<file path="config.mk">
export PLATFORM = sky130hd
export DESIGN_NAME = alu_mdu
export DESIGN_NICKNAME = d
export VERILOG_FILES = /design/src/rtl/alu_pkg.sv /design/src/rtl/mdu_iter.sv /design/src/rtl/alu_mdu.sv
export SDC_FILE = /design/constraint.sdc
export NUM_CORES = 1
export LEC_CHECK = 0
export ABC_CLOCK_PERIOD_IN_PS = 8700
export BUFFER_PORTS_ARGS = -buffer_cell sky130_fd_sc_hd__clkbuf_2
export CAP_MARGIN = 30
export CORE_ASPECT_RATIO = 1.5
export CORE_MARGIN = 2
export CORE_UTILIZATION = 60
export CTS_BUF_LIST = sky130_fd_sc_hd__clkbuf_8
export DETAILED_ROUTE_END_ITERATION = 10
export PLACE_DENSITY_LB_ADDON = 0.1
export SETUP_SLACK_MARGIN = 0.1
export SYNTH_ARGS = -nofsm -noshare
export SYNTH_HDL_FRONTEND = slang
export SYNTH_SLANG_ARGS = --single-unit
</file>
<file path="constraint.sdc">
create_clock -name clk -period 8.7 [get_ports clk]
set_clock_uncertainty 0.15 [all_clocks]
set_input_delay 1.305 -clock clk [delete_from_list [all_inputs] [get_ports clk]]
set_output_delay 1.305 -clock clk [all_outputs]
set_load 0.02 [all_outputs]
</file>
<file path="src/rtl/alu_pkg.sv">
// Shared encodings for alu_mdu: aluop/funct constants, internal alucontrol codes,
// FSM states and the aluop/funct decoder.
package alu_pkg;

  localparam logic [1:0] AluopAdd   = 2'b00;
  localparam logic [1:0] AluopSub   = 2'b01;
  localparam logic [1:0] AluopFunct = 2'b10;
  localparam logic [1:0] AluopRsvd  = 2'b11;

  localparam logic [5:0] FunctAdd   = 6'b100000;
  localparam logic [5:0] FunctSub   = 6'b100010;
  localparam logic [5:0] FunctAnd   = 6'b100100;
  localparam logic [5:0] FunctOr    = 6'b100101;
  localparam logic [5:0] FunctXor   = 6'b100110;
  localparam logic [5:0] FunctNor   = 6'b100111;
  localparam logic [5:0] FunctSlt   = 6'b101010;
  localparam logic [5:0] FunctSltu  = 6'b101011;
  localparam logic [5:0] FunctMfhi  = 6'b010000;
  localparam logic [5:0] FunctMflo  = 6'b010010;
  localparam logic [5:0] FunctMult  = 6'b011000;
  localparam logic [5:0] FunctMultu = 6'b011001;
  localparam logic [5:0] FunctDiv   = 6'b011010;
  localparam logic [5:0] FunctDivu  = 6'b011011;

  typedef enum logic [3:0] {
    AcAdd, AcSub, AcAnd, AcOr, AcXor, AcNor, AcSlt, AcSltu,
    AcMfhi, AcMflo, AcMult, AcMultu, AcDiv, AcDivu, AcIllegal
  } alucontrol_e;

  typedef enum logic [1:0] {StIdle, StMul, StDiv, StFix} state_e;

  function automatic alucontrol_e decode(input logic [1:0] aluop, input logic [5:0] funct);
    alucontrol_e c;
    c = AcIllegal;
    case (aluop)
      AluopAdd: c = AcAdd;
      AluopSub: c = AcSub;
      AluopFunct: begin
        case (funct)
          FunctAdd:   c = AcAdd;
          FunctSub:   c = AcSub;
          FunctAnd:   c = AcAnd;
          FunctOr:    c = AcOr;
          FunctXor:   c = AcXor;
          FunctNor:   c = AcNor;
          FunctSlt:   c = AcSlt;
          FunctSltu:  c = AcSltu;
          FunctMfhi:  c = AcMfhi;
          FunctMflo:  c = AcMflo;
          FunctMult:  c = AcMult;
          FunctMultu: c = AcMultu;
          FunctDiv:   c = AcDiv;
          FunctDivu:  c = AcDivu;
          default:    c = AcIllegal;
        endcase
      end
      default: c = AcIllegal;
    endcase
    return c;
  endfunction

endpackage

</file>
<file path="src/rtl/mdu_iter.sv">
// Iterative multiply/divide datapath: shift-add multiply, restoring divide, one step per
// cycle on magnitudes, with a combinational sign fix-up on the hi/lo outputs.
module mdu_iter #(
  parameter int unsigned WIDTH = 32
) (
  input  logic             clk,
  input  logic             reset,
  input  logic             go,
  input  logic             is_div,
  input  logic             is_signed,
  input  logic [WIDTH-1:0] a,
  input  logic [WIDTH-1:0] b,
  output logic             fin,
  output logic [WIDTH-1:0] hi,
  output logic [WIDTH-1:0] lo
);
  localparam int unsigned CW = $clog2(WIDTH);

  logic [CW-1:0]    cnt_q;
  logic             active_q, div_q, neg_q, neg_r_q;
  logic [WIDTH-1:0] dvs_q, acc_q, lo_q;

  logic [WIDTH-1:0] mag_a, mag_b;
  logic [WIDTH:0]   sum, shifted;
  logic [WIDTH+1:0] diff;
  logic [2*WIDTH-1:0] prod;

  assign mag_a   = (is_signed && a[WIDTH-1]) ? -a : a;
  assign mag_b   = (is_signed && b[WIDTH-1]) ? -b : b;
  assign sum     = {1'b0, acc_q} + {1'b0, dvs_q};
  assign shifted = {acc_q, lo_q[WIDTH-1]};
  assign diff    = {1'b0, shifted} - {2'b00, dvs_q};
  assign prod    = {acc_q, lo_q};
  assign fin     = active_q && (cnt_q == CW'(WIDTH - 1));

  always_ff @(posedge clk or posedge reset) begin
    if (reset) begin
      cnt_q    <= '0;
      active_q <= 1'b0;
      div_q    <= 1'b0;
      neg_q    <= 1'b0;
      neg_r_q  <= 1'b0;
      dvs_q    <= '0;
      acc_q    <= '0;
      lo_q     <= '0;
    end else if (go) begin
      cnt_q    <= '0;
      active_q <= 1'b1;
      div_q    <= is_div;
      // Divide by zero keeps the all-ones quotient regardless of operand signs.
      neg_q    <= is_signed && (a[WIDTH-1] ^ b[WIDTH-1]) && !(is_div && (b == '0));
      neg_r_q  <= is_signed && a[WIDTH-1];
      dvs_q    <= mag_b;
      acc_q    <= '0;
      lo_q     <= mag_a;
    end else if (active_q) begin
      cnt_q <= cnt_q + CW'(1);
      if (fin) active_q <= 1'b0;
      if (div_q) begin
        if (!diff[WIDTH+1]) begin
          acc_q <= diff[WIDTH-1:0];
          lo_q  <= {lo_q[WIDTH-2:0], 1'b1};
        end else begin
          acc_q <= shifted[WIDTH-1:0];
          lo_q  <= {lo_q[WIDTH-2:0], 1'b0};
        end
      end else if (lo_q[0]) begin
        {acc_q, lo_q} <= {sum, lo_q[WIDTH-1:1]};
      end else begin
        {acc_q, lo_q} <= {1'b0, acc_q, lo_q[WIDTH-1:1]};
      end
    end
  end

  always_comb begin
    hi = acc_q;
    lo = lo_q;
    if (div_q) begin
      if (neg_q)   lo = -lo_q;
      if (neg_r_q) hi = -acc_q;
    end else if (neg_q) begin
      {hi, lo} = -prod;
    end
  end

endmodule

</file>
<file path="src/rtl/alu_mdu.sv">
// Execute-stage ALU with decode, registered result/zero, and an iterative mult/div unit
// writing hi/lo behind a start/busy/done handshake.
module alu_mdu
  import alu_pkg::*;
#(
  parameter int unsigned WIDTH = 32
) (
  input  logic             clk,
  input  logic             reset,
  input  logic             start,
  input  logic [1:0]       aluop,
  input  logic [5:0]       funct,
  input  logic [WIDTH-1:0] a,
  input  logic [WIDTH-1:0] b,
  output logic [WIDTH-1:0] result,
  output logic             zero,
  output logic [WIDTH-1:0] hi,
  output logic [WIDTH-1:0] lo,
  output logic             busy,
  output logic             done,
  output logic             illegal
);
  alucontrol_e      ctrl;
  state_e           state_q;
  logic             is_mdu, is_div, is_signed, go, fin;
  logic [WIDTH-1:0] alu_y, mdu_hi, mdu_lo;

  assign ctrl      = decode(aluop, funct);
  assign is_mdu    = ctrl inside {AcMult, AcMultu, AcDiv, AcDivu};
  assign is_div    = ctrl inside {AcDiv, AcDivu};
  assign is_signed = ctrl inside {AcMult, AcDiv};
  assign go        = start && (state_q == StIdle) && is_mdu;

  always_comb begin
    alu_y = '0;
    case (ctrl)
      AcAdd:   alu_y = a + b;
      AcSub:   alu_y = a - b;
      AcAnd:   alu_y = a & b;
      AcOr:    alu_y = a | b;
      AcXor:   alu_y = a ^ b;
      AcNor:   alu_y = ~(a | b);
      AcSlt:   alu_y = {{(WIDTH-1){1'b0}}, $signed(a) < $signed(b)};
      AcSltu:  alu_y = {{(WIDTH-1){1'b0}}, a < b};
      AcMfhi:  alu_y = hi;
      AcMflo:  alu_y = lo;
      default: alu_y = '0;
    endcase
  end

  mdu_iter #(.WIDTH(WIDTH)) u_mdu (
    .clk       (clk),
    .reset     (reset),
    .go        (go),
    .is_div    (is_div),
    .is_signed (is_signed),
    .a         (a),
    .b         (b),
    .fin       (fin),
    .hi        (mdu_hi),
    .lo        (mdu_lo)
  );

  always_ff @(posedge clk or posedge reset) begin
    if (reset) begin
      state_q <= StIdle;
      result  <= '0;
      zero    <= 1'b1;
      hi      <= '0;
      lo      <= '0;
      busy    <= 1'b0;
      done    <= 1'b0;
      illegal <= 1'b0;
    end else begin
      done    <= 1'b0;
      illegal <= 1'b0;
      unique case (state_q)
        StIdle: begin
          if (start) begin
            if (ctrl == AcIllegal) begin
              done    <= 1'b1;
              illegal <= 1'b1;
            end else if (is_mdu) begin
              busy    <= 1'b1;
              state_q <= is_div ? StDiv : StMul;
            end else begin
              result <= alu_y;
              zero   <= (alu_y == '0);
              done   <= 1'b1;
            end
          end
        end
        StMul, StDiv: if (fin) state_q <= StFix;
        StFix: begin
          hi      <= mdu_hi;
          lo      <= mdu_lo;
          busy    <= 1'b0;
          done    <= 1'b1;
          state_q <= StIdle;
        end
        default: state_q <= StIdle;
      endcase
    end
  end

endmodule

</file>
Word-level counts from Yosys, hierarchy flattened
Memory sizes are Yosys's and may differ from the RTL's.
Index checks and enable logic that the tools add are counted.
- register bits after elaboration: 207
- latch bits: 0
- ROM bits: 256
- output and inout port bits: 100
- memories kept: 1
- input bits: 75
- RAM bits: 0
- eq/ne operators: 24
- divide/modulo/power cells: 0
- add/sub/neg operators: 10
- magnitude comparators: 2
- shifts and indexed selects: 0
- bitwise operators: 7
- reductions and logical operators: 23
- $mul: 0
- mux-type cells: 42
- memory list (memory ; depth ; bits a word ; read ports ; clocked after memory_dff ; write ports ; RTL line ; source):
    (name not given) ; 64 ; 4 ; 1 ; 0 ; 0 ; alu_pkg.sv:39 ; case (funct)
- operator list (cell ; number):
    $mux 32 ; 17
    $pmux 32 s10 ; 1
    $neg 32->32 ; 4
    $logic_not 32->1 ; 2
    $lt 32x32->1 ; 2
    $neg 64->64 ; 1
    $sub 33x32->34 ; 1
    $add 32x32->33 ; 1
    $add 32x32->32 ; 1
    $and 32x32->32 ; 1
    $not 32->32 ; 1
    $or 32x32->32 ; 1
    $sub 32x32->32 ; 1
    $xor 32x32->32 ; 1
    $eq 4x4->1 const B ; 7
    $eq 4x3->1 const B ; 4
    $mux 1 ; 13
    $pmux 4 s3 ; 1
    $reduce_and 4->1 ; 3
    $mux 2 ; 5
    $mux 5 ; 2
    $eq 4x2->1 const B ; 2
    $logic_and 1x1->1 ; 8
    $ne 2x2->1 const B ; 4
    other kinds (15) ; 24

Longest topological paths before layout
- word-level depth: 9
- gate-level depth with buffers: 16

Hierarchy
A second synthesis with hierarchy kept.
- cells, all modules: 2882
- area, all modules: 22370.2 um^2
- by module, submodules not included (module ; cells each ; area an instance (um^2) ; instances ; sequential area each (um^2)):
    mdu_iter ; 1636 ; 11977.7 ; 1 ; 2627.5
    alu_mdu ; 1246 ; 10392.5 ; 1 ; 2553.7

Worst setup path after synthesis
No wires, ideal clock.
- kind: in2reg
- start: in a[0]
- end: reg zero
- slack: 3.888 ns
- setup time: 0.072 ns
- path buffers: 0
- required time: 8.478 ns
- cell stages on the path: 15
- arrival: 4.590 ns
- path through: ha_1 inv_1 fa_1 nand2b_1 a211oi_1 o2111ai_1 a211oi_1 a21oi_1 o221ai_1 o21ai_0 o211a_1 mux2i_1 a311o_1 or4_1 o21ai_1
- longest elaborated chain between the ends: 4
- elaborated cells between the ends (all ways): 10
- those cells by class: add/sub (2); order compare (2); mux (1); bitwise (4); reduce/logical (1)
- RTL lines (item ; RTL line ; source):
    from (decl) ; alu_mdu.sv:13 ; input logic [WIDTH-1:0] a,
    branches (longest 2 deep; another with $sub 32x32->32) ; n/a ;
    $pmux 32 s10 * ; alu_mdu.sv:36 ; case (ctrl)
    $logic_not 32->1 * ; alu_mdu.sv:88 ; zero <= (alu_y == '0);
    to (signal assigned) ; alu_mdu.sv:88 ;
    to (decl) ; alu_mdu.sv:16 ; output logic zero,
Mark *: on every way between the ends.
A chain may end at the register's enable or synchronous reset.

Final worst setup path
- start: in funct[1]
- end: reg zero
- longest elaborated chain between the ends: 6
- elaborated cells between the ends (all ways): 23
- those cells by class: eq/ne (14); mux (2); bitwise (2); reduce/logical (4); memory (1)
- RTL lines (item ; RTL line ; source):
    from (decl) ; alu_mdu.sv:12 ; input logic [5:0] funct,
    $mem_v2 64x4 * ; n/a ;
    $pmux 4 s3 * ; alu_pkg.sv:35 ; case (aluop)
    branches (longest 4 deep; another with $pmux 32 s10) ; n/a ;
Marks and branches as above.

==> results.py <==
metrics = {
    "clock_tree": {
        "root_buffer": "clkbuf_8",
        "cts_buffer_depth": 3,
        "cts_hold_buf": 0,
        "numCtsBuffers": 35,
        "clkTransAtPathRegs_ns": 0.05,
        "clk_latency_ns": 0.58,
        "post_cts_buffers": 0,
        "ctsResizeCount": 0,
        "h-tree-depth": 2,
        "cts_tree": "built",
        "cts.sink_count": 207,
    },
    "floorplanning": {
        "rows": 83,
        "die_h_microns": 233,
        "die_x_microns": 157,
        "die-area_sq_um": 36500,
        "io_pins": 175,
        "core_sq_um": 34400,
        "start_util": 0.610,
    },
    "synth": {
        "synthTopCellsByArea": "dfrtp_1 (25%), ha_1 (10%), xnor2_1 (6.0%)",
        "yosysTopAreaCell": "dfrtp_1",
        "synthCells": 2726,
        "synth_flop_cell": "dfrtp_1",
        "syn_nets": 2977,
        "synth_area_sq_um": 21000,
        "ys_top_cells_by_count": "nand2_1 (314), nor2_1 (251), a21oi_1 (238)",
        "syn_avg_cell_area_sq_um": 7.69,
        "synth_top_area_frac": 0.246,
        "synth_edf_count": 0,
        "synth.most_common_cell": "nand2_1",
        "ys_ff_latch": 207,
        "yosysWarnings": 0,
        "synth-async-reset-ratio": 1.00,
        "ys_seq_area_frac": 0.247,
        "synth_cell_types": 93,
    },
    "cells_and_area": {
        "nNetsFinal": 3064,
        "finish.utilization": 0.664,
        "drive_gt1_frac": 0.115,
        "area_delta_synth_final_pct": 8.88,
    },
    "timing": {
        "finalHoldViolations": 0,
        "rsz0062_at_grt": "false",
        "whs_ns": 0.315,
        "post-route-period-util": 0.680,
        "fmax_mhz": 169,
        "tightest_slew_ns": 1.06,
        "fin_crit_ns": 5.92,
        "final.setup.tns_ns": 0,
        "slew_headroom": 0.290,
        "worst_slack_ns": 2.78,
        "finalSetupViolCount": 0,
        "slew_viol_final": 0,
    },
    "place": {
        "post-place-ws_ns": 2.44,
        "routabilityCongestion": 1.09,
        "io_buffers": 174,
        "hpwl_microns": 62600,
    },
    "detailed_routing": {
        "drcViolationCount": 0,
        "vias": 22200,
        "first_pass_iters": 9,
        "viasPerCell": 6.72,
        "wl_met2_microns": 37000,
        "topRoutingLayerUsed": "met5",
        "wl_per_cell_microns": 24.6,
        "dr_wl_met3_microns": 7510,
        "ant_nets": 0,
        "drt_iter0_drc": 2415,
        "wl_met1_microns": 29600,
        "routed_wl_microns": 81200,
    },
    "setup_path": {
        "end_kind": "flop",
        "startpoint_type": "input port",
        "path_max_fanout": 55,
        "r2r.worst_path.cells": 14,
        "cp.required_ns": 9.04,
        "crit_type": "in -> reg",
        "crit_arrival_ns": 6.26,
    },
    "grt": {
        "grt.total_usage": 0.437,
        "grt_pass1_wl_microns": 121000,
        "gr-total-overflow": 0,
        "antenna_found_initial": 2,
        "grt_max_degree": 137,
        "first_global_vias": 21400,
    },
    "pwr": {
        "power_frac_comb": 0.555,
        "p_int_w": 0.00327,
        "p_sw_w": 0.00340,
        "p_total_w": 0.00667,
        "leakagePower_nw": 9.79,
        "powerDensity_nw_per_um2": 292,
        "ir_worst_vdd_mv": 0.248,
        "clock_power_share": 0.136,
        "p_sw_frac": 0.509,
        "pwr-share-seq": 0.309,
    },
    "hold_path": {
        "hold-path-cell-count": 2,
        "min_path_type": "reg -> reg",
    },
    "run_status": {
        "status": "finished clean",
    },
    "run": {
        "max_cap_violations": 0,
    },
}
-- per-layer routing --
| layer | up-vias | global-route usage |
|---|---|---|
| met4 | 2 | 0.313 |
| met1 | 10500 | 0.518 |
| met3 | 373 | 0.0715 |
| met5 | - | 0 |
| met2 | 1385 | 0.715 |
| li1 | 9986 | - |
-- registers in the layout, indices dropped and copies added (netlist names) --
register and count:
done 1, u_mdu.active_q 1, hi 32, u_mdu.cnt_q 5, state_q 2, illegal 1, u_mdu.acc_q 32, zero 1
u_mdu.lo_q 32, u_mdu.div_q 1, busy 1, result 32, u_mdu.dvs_q 32, lo 32, u_mdu.neg_q 1, u_mdu.neg_r_q 1
-- critical path, stage by stage --
cell	delay [ns]
clkbuf_2	0.55
or4b_1	0.52
a2bb2oi_2	0.18
a21o_1	0.31
nand2_4	0.56
o31ai_1	0.16
a2111oi_0	0.54
nor4bb_1	0.63
nand3_1	0.17
nor4_1	0.61
nand4_1	0.15
or4_1	0.42
o21ai_1	0.14
-- path summary, 6_finish.rpt --
check                         startpoint        endpoint  slack [ns]
max                             funct[1]            zero        2.78
min                                 zero            zero        0.31
max reg2reg                u_mdu.lo_q[0]          hi[26]        3.87
min reg2reg                         zero            zero        0.31
max in group asynchronous          reset     u_mdu.div_q        6.08
min in group asynchronous          reset  u_mdu.acc_q[4]        0.48
-- stage by stage --
stage	instances	instance area, sq um
finish	3305	22800
global route	3305	22800
CTS	3303	22800
detailed placement	3242	22100
global placement	3241	22100
floorplan	2726	21000
-- power groups by stage --
stage	registers [W]	clock network, W	logic [W]
after CTS	0.00201	0.000917	0.00363
after global placement	0.00201	0	0.00345
final	0.00206	0.000907	0.00370
after global routing	0.00209	0.000953	0.00402
after detailed placement	0.00202	0	0.00360
after floorplan	0.00194	0	0.00251
-- cell usage in the layout (no fill, tap or decap), drive strengths merged, types with 8 or more instances in the layout --
| master | instances |
|---|---|
| a2111oi | 15 |
| a211o | 9 |
| a211oi | 41 |
| a21o | 31 |
| a21oi | 239 |
| a221oi | 16 |
| a222oi | 10 |
| a22oi | 18 |
| a31oi | 36 |
| and2 | 8 |
| and3 | 11 |
| buf | 32 |
| clkbuf | 213 |
| dfrtp | 206 |
| ha | 172 |
| inv | 171 |
| mux2 | 27 |
| mux2i | 65 |
| nand2 | 316 |
| nand2b | 24 |
| nand3 | 49 |
| nand3b | 8 |
| nand4 | 27 |
| nor2 | 252 |
| nor2b | 28 |
| nor3 | 64 |
| nor4 | 19 |
| o211ai | 62 |
| o21a | 11 |
| o21ai | 219 |
| o21bai | 18 |
| o31ai | 34 |
| o41ai | 13 |
| or2 | 8 |
| or3 | 18 |
| or4 | 12 |
| xnor2 | 143 |
| xor2 | 65 |
-- cells by family (layout without fill, tap and decap cells) --
logic type | after synthesis | count (layout) | share of synthesized area
simple gates | 872 | 872 | 0.192
flops | 207 | 207 | 0.247
other cells | 0 | 1 | 0
compound gates | 859 | 859 | 0.263
xor+xnor | 208 | 208 | 0.0869
fa+ha+maj | 176 | 176 | 0.106
buf+inv | 312 | 423 | 0.0586
mux | 92 | 92 | 0.0455
-- final cells by class --
class,count,area [sq um]
multi-input combinational,2207,14600
antenna,1,2.50
clock buffer,39,537
tap,467,584
clock inverter,22,158
timing repair buffer,206,1150
inverter,156,593
sequential,207,5190
fill,2963,11500
Note: power is estimated with default switching activity, not from simulation.
